==> src/rtl/hilo_divider.sv <==
// Multi-cycle unsigned restoring divider feeding the HI/LO result registers.
// One quotient bit per clock; HI = remainder, LO = quotient on commit.
`timescale 1ns/1ps
module hilo_divider #(
  parameter logic [5:0]  DIVU = 6'b011011,
  parameter int unsigned ITER = 32
) (
  input  logic        clk,
  input  logic        rst,
  input  logic [31:0] dataA,
  input  logic [31:0] dataB,
  input  logic [5:0]  Signal,
  output logic [31:0] HiOut,
  output logic [31:0] LoOut,
  output logic        busy,
  output logic        done
);

  localparam logic [1:0] IDLE = 2'd0;
  localparam logic [1:0] RUN  = 2'd1;
  localparam logic [1:0] DONE = 2'd2;

  localparam logic [4:0] LAST = 5'(ITER - 1);

  logic [1:0]  state_q, state_d;
  logic [31:0] rem_q, rem_d;
  logic [31:0] quo_q, quo_d;
  logic [31:0] div_q, div_d;
  logic [31:0] hi_q, hi_d;
  logic [31:0] lo_q, lo_d;
  logic [4:0]  cnt_q, cnt_d;

  logic [32:0] trial;
  logic [31:0] step_rem;
  logic [31:0] step_quo;
  logic        start;

  // Restoring step. rem < divisor holds between steps, so a 32-bit difference is exact.
  assign trial = {rem_q, quo_q[31]};

  always_comb begin
    step_rem = trial[31:0];
    step_quo = {quo_q[30:0], 1'b0};
    if (trial >= {1'b0, div_q}) begin
      step_rem = trial[31:0] - div_q;
      step_quo = {quo_q[30:0], 1'b1};
    end
  end

  assign start = (Signal == DIVU) && (state_q != RUN);

  always_comb begin
    state_d = state_q;
    rem_d   = rem_q;
    quo_d   = quo_q;
    div_d   = div_q;
    hi_d    = hi_q;
    lo_d    = lo_q;
    cnt_d   = cnt_q;
    if (start) begin
      quo_d   = dataA;
      div_d   = dataB;
      rem_d   = 32'd0;
      cnt_d   = 5'd0;
      state_d = RUN;
    end else begin
      case (state_q)
        RUN: begin
          rem_d = step_rem;
          quo_d = step_quo;
          cnt_d = cnt_q + 5'd1;
          if (cnt_q == LAST) begin
            hi_d    = step_rem;
            lo_d    = step_quo;
            state_d = DONE;
          end
        end
        DONE:    state_d = IDLE;
        default: state_d = IDLE;
      endcase
    end
  end

  always_ff @(posedge clk or posedge rst) begin
    if (rst) begin
      state_q <= IDLE;
      rem_q   <= 32'd0;
      quo_q   <= 32'd0;
      div_q   <= 32'd0;
      hi_q    <= 32'd0;
      lo_q    <= 32'd0;
      cnt_q   <= 5'd0;
    end else begin
      state_q <= state_d;
      rem_q   <= rem_d;
      quo_q   <= quo_d;
      div_q   <= div_d;
      hi_q    <= hi_d;
      lo_q    <= lo_d;
      cnt_q   <= cnt_d;
    end
  end

  assign HiOut = hi_q;
  assign LoOut = lo_q;
  assign busy  = (state_q == RUN);
  assign done  = (state_q == DONE);

endmodule

==> config.mk <==
export PLATFORM = sky130hd
export DESIGN_NAME = hilo_divider
export DESIGN_NICKNAME = d
export VERILOG_FILES = /design/src/rtl/hilo_divider.sv
export SDC_FILE = /design/constraint.sdc
export NUM_CORES = 1
export LEC_CHECK = 0
export ABC_AREA = 1
export CAP_MARGIN = 20
export CELL_PAD_IN_SITES_DETAIL_PLACEMENT = 0
export CELL_PAD_IN_SITES_GLOBAL_PLACEMENT = 2
export CORE_UTILIZATION = 33
export DETAILED_ROUTE_END_ITERATION = 12
export PLACE_DENSITY = 0.88
export SLEW_MARGIN = 10
export SYNTH_ARGS = -nofsm -noshare
export SYNTH_HDL_FRONTEND = slang
export SYNTH_SLANG_ARGS = --single-unit
==> constraint.sdc <==
create_clock -name clk -period 10.94 [get_ports clk]
set_clock_uncertainty 0.2 [all_clocks]
set_input_delay 1.094 -clock clk [delete_from_list [all_inputs] [get_ports clk]]
set_output_delay 1.094 -clock clk [all_outputs]
set_load 0.02 [all_outputs]
Yosys cells after proc, flatten, opt, wreduce, memory -nomap -nowiden. Index checks and enable logic that the tools add are counted.

Reductions and logical operators: 3. Bitwise gates (word level): 1. Equal/unequal tests: 6. Add/sub/neg operators: 2. Order comparisons: 1. Multiplexer cells: 11.

Operators by type and width (count): 32-bit 2-to-1 mux (5); 33-bit by 32-bit >= comparator with 1-bit output (1); 32-bit subtractor (1); 5-bit 2-to-1 mux (2); 6-bit by 5-bit equality test with 1-bit output, second input constant (1); 2-bit 2-to-1 mux (3); 5-bit by 1-bit adder with 5-bit output, second input constant (1); 5-bit equality test, second input constant (1); 3-bit by 1-bit != test with 1-bit output, second input constant (1); 3-bit AND reduction (1); 2-bit by 1-bit equality test with 1-bit output, second input constant (1); 2-bit equality test, second input constant (1); 2-bit by 1-bit != test with 1-bit output, second input constant (1); 2-bit nonzero test (1); 1-bit logical AND (1); 1-bit 2-to-1 mux (1); 1-bit NOT (1).

Logic and storage cells: 31. Register bits: 167. Output and inout port bits: 66. Bits of input ports: 72.

Longest topological paths before layout. Gate-level depths: netlist (run 1).

Depth in word-level cells: 4. Depth in mapped cells: 17. Mapped depth without buffers: 17.

Least setup slack after synthesis (run 1). No wires, ideal clock.

Path type: reg-to-output. Start point: reg state_q[1]. End point: out busy. Setup slack: 8342 ps. Required time: 9646 ps. Arrival: 1304 ps. Stages on the path, launching flop included: 6. Path buffers: 2. Cell sequence: dfrtp_1 -> inv_1 -> nand2_1 -> clkinv_1 -> clkbuf_1 -> clkbuf_1.

Cells in the longest elaborated chain, start to end: 1.

RTL lines: start, declared (line 25) `logic [1:0] state_q, state_d;`; start signal, assigned (line 94) `state_q <= state_d;`; 2-bit by 1-bit equality test with 1-bit output (line 106) `assign busy = (state_q == RUN);`; end, declared (line 15) `output logic busy,`.

No other way between the ends.

Worst setup path in the final report (run 1).
Start point: in Signal[0]. End point: reg cnt_q[4].

Cells in the longest elaborated chain, start to end: 3. Elaborated cells on any way between the ends: 4. Classes of those cells: eq/ne (1); mux (1); reduce/logical (2).

RTL lines: start, declared (line 12) `input logic [5:0] Signal,`; 6-bit by 5-bit equality test with 1-bit output * (line 50) `assign start = (Signal == DIVU) && (state_q != RUN);`; 1-bit logical AND * (line 50); 5-bit 2-to-1 mux / 2-bit nonzero test (equally long branches); end signal, assigned (line 100) `cnt_q <= cnt_d;`; end, declared (line 31) `logic [4:0] cnt_q, cnt_d;`.

Every way passes the cells marked *; elsewhere a longest branch is shown, timed or not. A chain may end at the register's enable or synchronous reset.

==> impl_metrics.ini, run 1 <==
[placed_design]
io_buffers = 137
dp_hpwl_microns = 19800
gp_congestion = 0.860

[clocking]
cts_tree = built
h-tree-depth = 4
clk_path_buf_depth = 2
path_clk_slew_ps = 70
cts_made_buffers = 17
post_cts.repair.setup_buffers = 0
clockRootBuffer = clkbuf_16
worstSkewPairLatency_ps = 440
cts_hold_buf = 0
post_cts_resized = 0
clock_sinks = 167

[logic_synthesis]
yosysMostFrequentCell = nand2_1
synth_mux_area_share_pct = 0
synth_top_family_by_area = simple AND/OR/NAND/NOR gates
yosys.area_share.simple_pct = 35.2
synth.ff_latch_count = 167
synth_area_leader_cell = dfrtp_1
netlist_top_cells_count = nand2_1, dfrtp_1, inv_1
ys.flop_type = dfrtp_1
synth-xor-area-share_pct = 1.30
synth_compound_area_share_pct = 5.79
synthArstFlopShare_pct = 100
ys_top_cells_by_area = dfrtp_1, nand2_1, inv_1
syn_inst = 1339
yosys_warnings = 0
synth_edf_count = 0
yosys.cell_types.count = 37
ys_seq_area_share_pct = 44.2
synth-adder-area-share_pct = 4.71
yosysTopAreaCellShare_pct = 44.2
synthesis.nets = 1446
syn_area_sq_um = 9450
syn_avg_cell_area_sq_um = 7.06

[timing]
setup_viol = 0
worstMarginPinSlew_ps = 1070
max_clock_freq_mhz = 294
post-route-min-period_ps = 3400
hold_viol_final = 0
slew_headroom_pct = 28.3
slew_viol_final = 0
fin_tns_setup_ps = 0
rsz0062_at_grt = false
min_period_over_period_pct = 31.1

[routing]
via_per_inst = 4.60
vias = 8507
antenna_left = 0
route.detailed.drc = 0
dr.pass1.iters = 4
drt_first_iter_violations = 545
routed_wl_microns = 28000
wire_per_inst_microns = 15.1

[floorplanning]
start_util_pct = 33.7
design.core.area_sq_um = 28000
die_w_microns = 171
pin_count = 138
die_h_microns = 171
rows = 61
die-area_sq_um = 29300

[layout]
syn2layout_area_growth_pct = 24.3
nFillCells = 2976
seq_area_sq_um = 4180
layout.nets = 1564
multi_input_area_sq_um = 4450
final_layout_size_suffix_gt1_share_pct = 3.81

[worst_setup_path]
worstPathArrival_ps = 3520
crit_path_frequent_cell = nand2_1
cp-start-kind = input pin
cp_cell_sequence = clkdlybuf4s50_1 -> nand2_1 -> or4_1 -> nand2_1 -> inv_2 -> a22o_1
cp_data_required_time_ps = 11070
max_stage_delay_ps = 580
critPathCaptureType = flip-flop
worstSetupPathType = in -> reg
slowest_stage = inv_2
critical_path.max_fanout = 54

[power_and_ir_drop]
powerDensity_nw_per_um2 = 284
power_leakage_nw = 6.21
power_w = 0.00333
ir_worst_vdd_v = 0.000127

[min_path]
hp-class = reg -> reg

[grt]
grt_max_degree = 98
grt_pass1_vias = 8414
grt_pass1_wl_microns = 44900
grt-ovfl-total = 0
grtUsageTotal_pct = 19.9
antenna_found_initial = 1

[job]
cap_violations = 0

[outcome]
outcome = completed
-- flip-flops by register name, indices dropped and copies added, names as in the netlist --
name / count
state_q: 2
rem_q: 32
cnt_q: 5
div_q: 32
quo_q: 32
LoOut: 32
HiOut: 32
-- cell type report --
class,instances,share of cell area (%)
inverter,166,5.35
clock inverter,14,1.28
antenna,1,0.0213
tap,378,4.03
multi-input combinational,961,37.9
timing repair buffer,144,12.1
sequential,167,35.6
clock buffer,18,3.74
-- layout by cell type, fill, tap and decap left out, drive strengths merged --
cell type	count
buf	7
o21ai	45
nand3b	17
clkbuf	18
nand4	6
nand2	639
diode	1
a21oi	24
nand3	92
nor2	52
dfrtp	167
or2	2
xor2	7
o21bai	3
ha	34
o21a	1
or4	1
fa	1
nor3	4
a22o	1
and2	4
o221ai	7
and3	1
a21o	2
clkinv	4
inv	174
clkdlybuf4s50	137
xnor2	7
o211ai	11
clkinvlp	2
-- power breakdown --
part	total [W]	switching [W]	internal, W
combinational	0.00171	0.00108	0.000631
sequential	0.00101	0.000147	0.000867
clock	0.000608	0.000296	0.000311
-- stage by stage --
| stage | worst slack [ps] | utilization [%] | hold WS [ps] | cell area (sq um) | instances |
|---|---|---|---|---|---|
| after CTS | 7530 | 41.9 | 283 | 11700 | 1848 |
| after global routing | 7410 | 41.9 | 300 | 11700 | 1848 |
| after detailed placement | 7080 | 39.8 | 264 | 11200 | 1816 |
| after floorplan | 5130 | - | 246 | 9450 | 1339 |
| final | 7540 | 41.9 | 281 | 11700 | 1849 |
| after global placement | 7090 | 39.8 | 265 | 11200 | 1816 |
-- final timing paths --
path / cells past startpoint / end / from / slack (ps)
max in group asynchronous: 4 / rem_q[4] / rst / 7860
setup / recovery: 6 / cnt_q[4] / Signal[0] / 7540
setup reg to reg: 14 / HiOut[10] / div_q[23] / 7680
min in group asynchronous: 2 / LoOut[12] / rst / 900
hold reg to reg: 2 / div_q[0] / div_q[0] / 280
hold / removal: 2 / div_q[0] / div_q[0] / 280
-- cells by family after synthesis --
kind of cell             after synthesis
adder cells (fa/ha/maj)               35
buffers and inverters                211
XOR/XNOR                              14
AND/OR/NAND/NOR                      818
AO/OA/AOI/OAI                         94
flip-flops                           167
-- per-layer routing --
metal	global-route usage, %	part of all wire [%]
met1	27.0	49
met2	33.1	47
met3	2.97	2.6
met4	4.81	1.1
met5	0	0
-- critical path, delay by kind of cell --
family | cells | cell delay [ps]
AO/OA/AOI/OAI | 1 | 340
buffers and inverters | 2 | 1040
AND/OR/NAND/NOR | 3 | 1030
No activity file was read; power rests on OpenSTA's default activity.
==> inputs of run 2 (changes only) <==
Settings changed: CORE_UTILIZATION 33 to 31, PLACE_DENSITY 0.88 to 0.84.
Clock period 10.94 ns to 3.6 ns, I/O delays scaled along.
==> run 2 against run 1 <==
  * Utilization down 2.0 points
  * Largest cell class unchanged
  * Final cell count up 1.1%
  * Clock power rose to 3.2 times the previous value
  * Via count up 0.80%
  * Sequential share of layout area down 0.43 points
  * Critical path type is now reg -> reg
  * Global-route usage up 0.066 points
  * First-iteration DRC count down 1.1%
  * Non-clock buffer count up 9
==> impl_metrics.ini, run 2 (same netlist as run 1, synthesis figures left out) <==
[worst_setup_path]
r2r_end = rem_q[17]
path_buf_inv = 1
cp_data_required_time_ps = 3770
r2r_slack_ps = 720
critPathLaunch = rem_q[30]
cp_cell_sequence = ha_1 -> inv_1 -> nor2_1 -> nand3_1 -> nor3_1 -> nand2_4 -> nand2_4 -> nand2_1 -> nand2_1 -> nand2_1 -> nand2_1
worstPathArrival_ps = 3060
slowest_stage = nand2_4
setup.worst_path.end = rem_q[17]
cp-start-kind = flip-flop
reg2regPathDepth = 11
max_stage_delay_ps = 420
crit_family = simple AND/OR/NAND/NOR gates
critical_path.max_fanout = 34
r2r_start = rem_q[30]
cp.depth = 11
worstSetupPathType = reg -> reg
crit_path_frequent_cell = nand2_1
critPathCaptureType = flip-flop

[layout]
final_common_cell = nand2_1
layout.nets = 1573
final_layout_size_suffix_gt1_share_pct = 4.39
final_area_sq_um = 11900
seq_area_sq_um = 4180
nFillCells = 3132
n_antenna_cell = 0
most-common-layout-cells = nand2_1, dfrtp_1, inv_1
syn2layout_area_growth_pct = 25.8
multi_input_area_sq_um = 4450
fin_cells = 1869

[clocking]
cts_hold_buf = 0
h-tree-depth = 4
worstSkewPairLatency_ps = 440
cts_tree = built
post_cts.repair.setup_buffers = 0
path_clk_slew_ps = 80
cts_made_buffers = 17
post_cts_resized = 0
clk_path_buf_depth = 2
clock_sinks = 167
clockRootBuffer = clkbuf_16

[power_and_ir_drop]
ir_worst_vdd_v = 0.000392
power_leakage_nw = 6.28
powerDensity_nw_per_um2 = 868

[routing]
vias = 8575
drt_first_iter_violations = 539
routed_wl_microns = 29900
route.detailed.drc = 0
via_per_inst = 4.59
wire_per_inst_microns = 16.0
antenna_left = 0
dr.pass1.iters = 4

[grt]
antenna_found_initial = 0
grt_util_met2_pct = 32.3
grtUsageTotal_pct = 19.9
gr-max-usage-layer = met2
grt_use_met3_pct = 2.51
met1_usage_pct = 27.7
grt-ovfl-total = 0
grt_pass1_wl_microns = 48100
grt_max_degree = 77
grt_pass1_vias = 8564

[timing]
min_period_over_period_pct = 80.1
rsz0062_at_grt = false
slew_headroom_pct = 43.8
setup_viol = 0
slew_viol_final = 0
hold_viol_final = 0
worstMarginPinSlew_ps = 842
post-route-min-period_ps = 2880
fin_tns_setup_ps = 0
max_clock_freq_mhz = 347

[floorplanning]
die-area_sq_um = 31200
die_w_microns = 177
design.core.area_sq_um = 29800
start_util_pct = 31.7
die_h_microns = 177
pin_count = 138
rows = 63

[placed_design]
place_area_sq_um = 11300
dp.cells = 1836
io_buffers = 137
dp_hpwl_microns = 21700
gp_congestion = 0.890

[min_path]
hp-class = in -> async

[outcome]
outcome = completed

[job]
cap_violations = 0
[run 2: cell count changes in the layout (fill, tap and decap cells not counted)]
cell        previous run  this run
buf_12                 0         3
buf_4                  7        13
bufinv_16              0         1
clkinv_4               1         0
clkinvlp_4             2         3
diode_2                1         0
inv_6                  6         3
inv_8                  3         5
[run 2: cell type report]
class                   instances  area share, %
inverters                     166           5.27
well taps                     390           4.10
repair buffers                153           12.9
clock inverters                14           1.48
multi-input cells             961           37.4
flip-flops and latches        167           35.2
clock buffers                  18           3.69
[run 2: worst min path at each step]
stage / startpoint / to / slack (ps) / depth (start not counted)
after floorplan: div_q[0] / div_q[0] / 250 / 2
after global placement: HiOut[23] / HiOut[23] / 260 / 2
after detailed placement: HiOut[23] / HiOut[23] / 270 / 2
after CTS: rst / LoOut[11] / 130 / 2
after global routing: rst / LoOut[10] / 150 / 2
final: rst / LoOut[10] / 130 / 2
[run 2: power breakdown]
group,internal [W],switching [W]
registers,0.00264,0.000455
logic,0.00196,0.00332
clock network,0.00102,0.000925
total,0.00562,0.00470
[run 2: routing by layer]
metal / vias up / wire, microns
met1: 4002 / 14600
met2: 150 / 14000
met5: - / 0
met3: 30 / 825
li1: 4393 / -
met4: 0 / 457
[run 2: metrics by stage]
stage	hold WS (ps)	power, W	worst slack, ps	util [%]
floorplan	246	0.00654	913	-
global placement	264	0.00838	734	37.8
detailed placement	267	0.00840	688	37.8
CTS	129	0.0104	675	39.8
global route	149	0.0112	363	39.9
finish	126	0.0103	715	39.9
==> inputs of run 3 (changes only) <==
Settings changed: CORE_UTILIZATION 31 to 28, PLACE_DENSITY 0.84 to 0.8.
Clock period 3.6 ns to 2.61 ns, I/O delays scaled along.
==> run 3 against run 2 <==
  * Cell area increased by 7.3%
  * Non-clock buffer count increased by 67
  * Die area increased by 11%
  * First-iteration DRC count decreased by 11%
  * Maximum frequency increased by 18%
  * Count of clock-buffer cells in the layout increased by 2
  * Utilization decreased by 1.1 points
  * Critical path depth increased by 4
  * Total power increased by 48%
  * Via count increased by 2.1%
  * Combinational power increased by 60%
  * Largest power group unchanged
==> impl_metrics.ini, run 3 (same netlist as run 1, synthesis figures left out) <==
[outcome]
outcome = completed

[power_and_ir_drop]
power_leakage_nw = 6.63
powerDensity_nw_per_um2 = 1200
ir_worst_vdd_v = 0.000502

[clocking]
h-tree-depth = 4
clock_sinks = 167
cts_tree = built
clockRootBuffer = clkbuf_16
cts_made_buffers = 17
path_clk_slew_ps = 70
clk_path_buf_depth = 2
worstSkewPairLatency_ps = 430

[worst_setup_path]
critPathCaptureType = flip-flop
worstSetupPathType = reg -> reg
critical_path.max_fanout = 6
r2r_start = rem_q[20]
r2r_slack_ps = 170
worstPathArrival_ps = 2620
cp_data_required_time_ps = 2790
reg2regPathDepth = 15
cp-start-kind = flip-flop
r2r_end = rem_q[10]

[timing]
post-route-min-period_ps = 2440
max_clock_freq_mhz = 410
min_period_over_period_pct = 93.4
worstMarginPinSlew_ps = 463
setup_viol = 0
rsz0062_at_grt = false
hold_viol_final = 0
fin_tns_setup_ps = 0
slew_headroom_pct = 69.1
slew_viol_final = 0

[layout]
layout.nets = 1640
final_util_pct = 38.8
nFillCells = 3519
most-common-layout-cells = nand2_1, dfrtp_1, inv_1
fin_cells = 1988
multi_input_area_sq_um = 4700
syn2layout_area_growth_pct = 35.0
final_common_cell = nand2_1
seq_area_sq_um = 4180
n_antenna_cell = 0
final_layout_size_suffix_gt1_share_pct = 11.3

[placed_design]
gp_congestion = 0.865
io_buffers = 137
dp_hpwl_microns = 22900
dp.cells = 1953

[grt]
antenna_found_initial = 0
grt-ovfl-total = 0
grt_max_degree = 77
grtUsageTotal_pct = 18.7
grt_pass1_wl_microns = 49100
grt_pass1_vias = 8875

[routing]
routed_wl_microns = 30600
wire_per_inst_microns = 15.4
dr.pass1.iters = 5
via_per_inst = 4.40
vias = 8751
drt_first_iter_violations = 482
antenna_left = 0
route.detailed.drc = 0

[job]
cap_violations = 0

[min_path]
min_to = div_q[0]
hp-class = in -> reg
hold_start = dataB[0]
hold_depth = 3

[floorplanning]
design.core.area_sq_um = 32900
start_util_pct = 28.8
rows = 66
die_w_microns = 186
pin_count = 138
die_h_microns = 186
die-area_sq_um = 34500
## run 3: cell types whose count changed in the layout (fill, tap and decap cells not counted), sizes merged
cell         change
inv              -2
clkinv           -1
dlygate4sd3      +1
clkinvlp         +2
bufinv           -1
clkbuf           +2
buf             +66
## run 3: repair_timing
item,in CTS,in global routing
gates resized for setup,1,53
setup buffers,0,2
pin swaps,0,0
hold buffers,1,0
endpoints found under the setup margin,2,66
hold endpoints to repair,9,0
## run 3: metal layers
layer  up-vias  GRT usage [%]  share of wire [%]
met3        11           2.66                3.2
met4         0           4.33               0.88
li1       4530              -                  -
met2       144           31.1                 47
met5         -              0                  0
met1      4066           25.5                 49
## run 3: layout make-up
class | count | area share, %
clock buffer | 20 | 3.58
timing repair buffer | 220 | 16.7
multi-input combinational | 961 | 36.8
inverter | 166 | 4.91
clock inverter | 12 | 0.843
sequential | 167 | 32.8
tap | 442 | 4.33
## run 3: worst max path at each step
| stage | endpoint | depth (start not counted) | from | slack [ps] |
|---|---|---|---|---|
| 5_1_grt | HiOut[23] | 18 | div_q[12] | 1 |
| 3_5_place_dp | rem_q[16] | 14 | quo_q[31] | -60 |
| 4_1_cts | HiOut[11] | 9 | rem_q[27] | 3 |
| 2_1_floorplan | HiOut[0] | 1 | rst | 20 |
| 6_report | rem_q[10] | 15 | rem_q[20] | 170 |
| 3_3_place_gp | rem_q[16] | 14 | quo_q[31] | -10 |
## run 3: stage by stage
step | area (sq um) | total power, W | hold WS, ps | worst slack, ps
global route | 12800 | 0.0166 | 183 | 0.982
finish | 12800 | 0.0153 | 179 | 171
floorplan | 9460 | 0.00903 | 178 | 22.2
global placement | 11900 | 0.0125 | 264 | -14.9
detailed placement | 11900 | 0.0124 | 264 | -58.6
CTS | 12500 | 0.0151 | 156 | 2.92
## run 3: power breakdown
part | leakage (nW) | internal, W | switching [W]
Clock | 0.266 | 0.00130 | 0.00119
Sequential | 2.10 | 0.00364 | 0.000667
Combinational | 4.27 | 0.00352 | 0.00494
Total | 6.63 | 0.00847 | 0.00680
## run 3: worst max-delay path, cell delays in order (launching register included)
cell,delay (ps)
dfrtp_1,410
ha_1,380
nand2_1,110
nor2_2,140
inv_1,90
nor2_1,110
a21oi_1,70
buf_4,130
nand2_2,70
nand2_4,80
nand2_4,130
buf_4,150
nand2_1,50
nand2_1,130
nand2_1,80
nand2_1,60
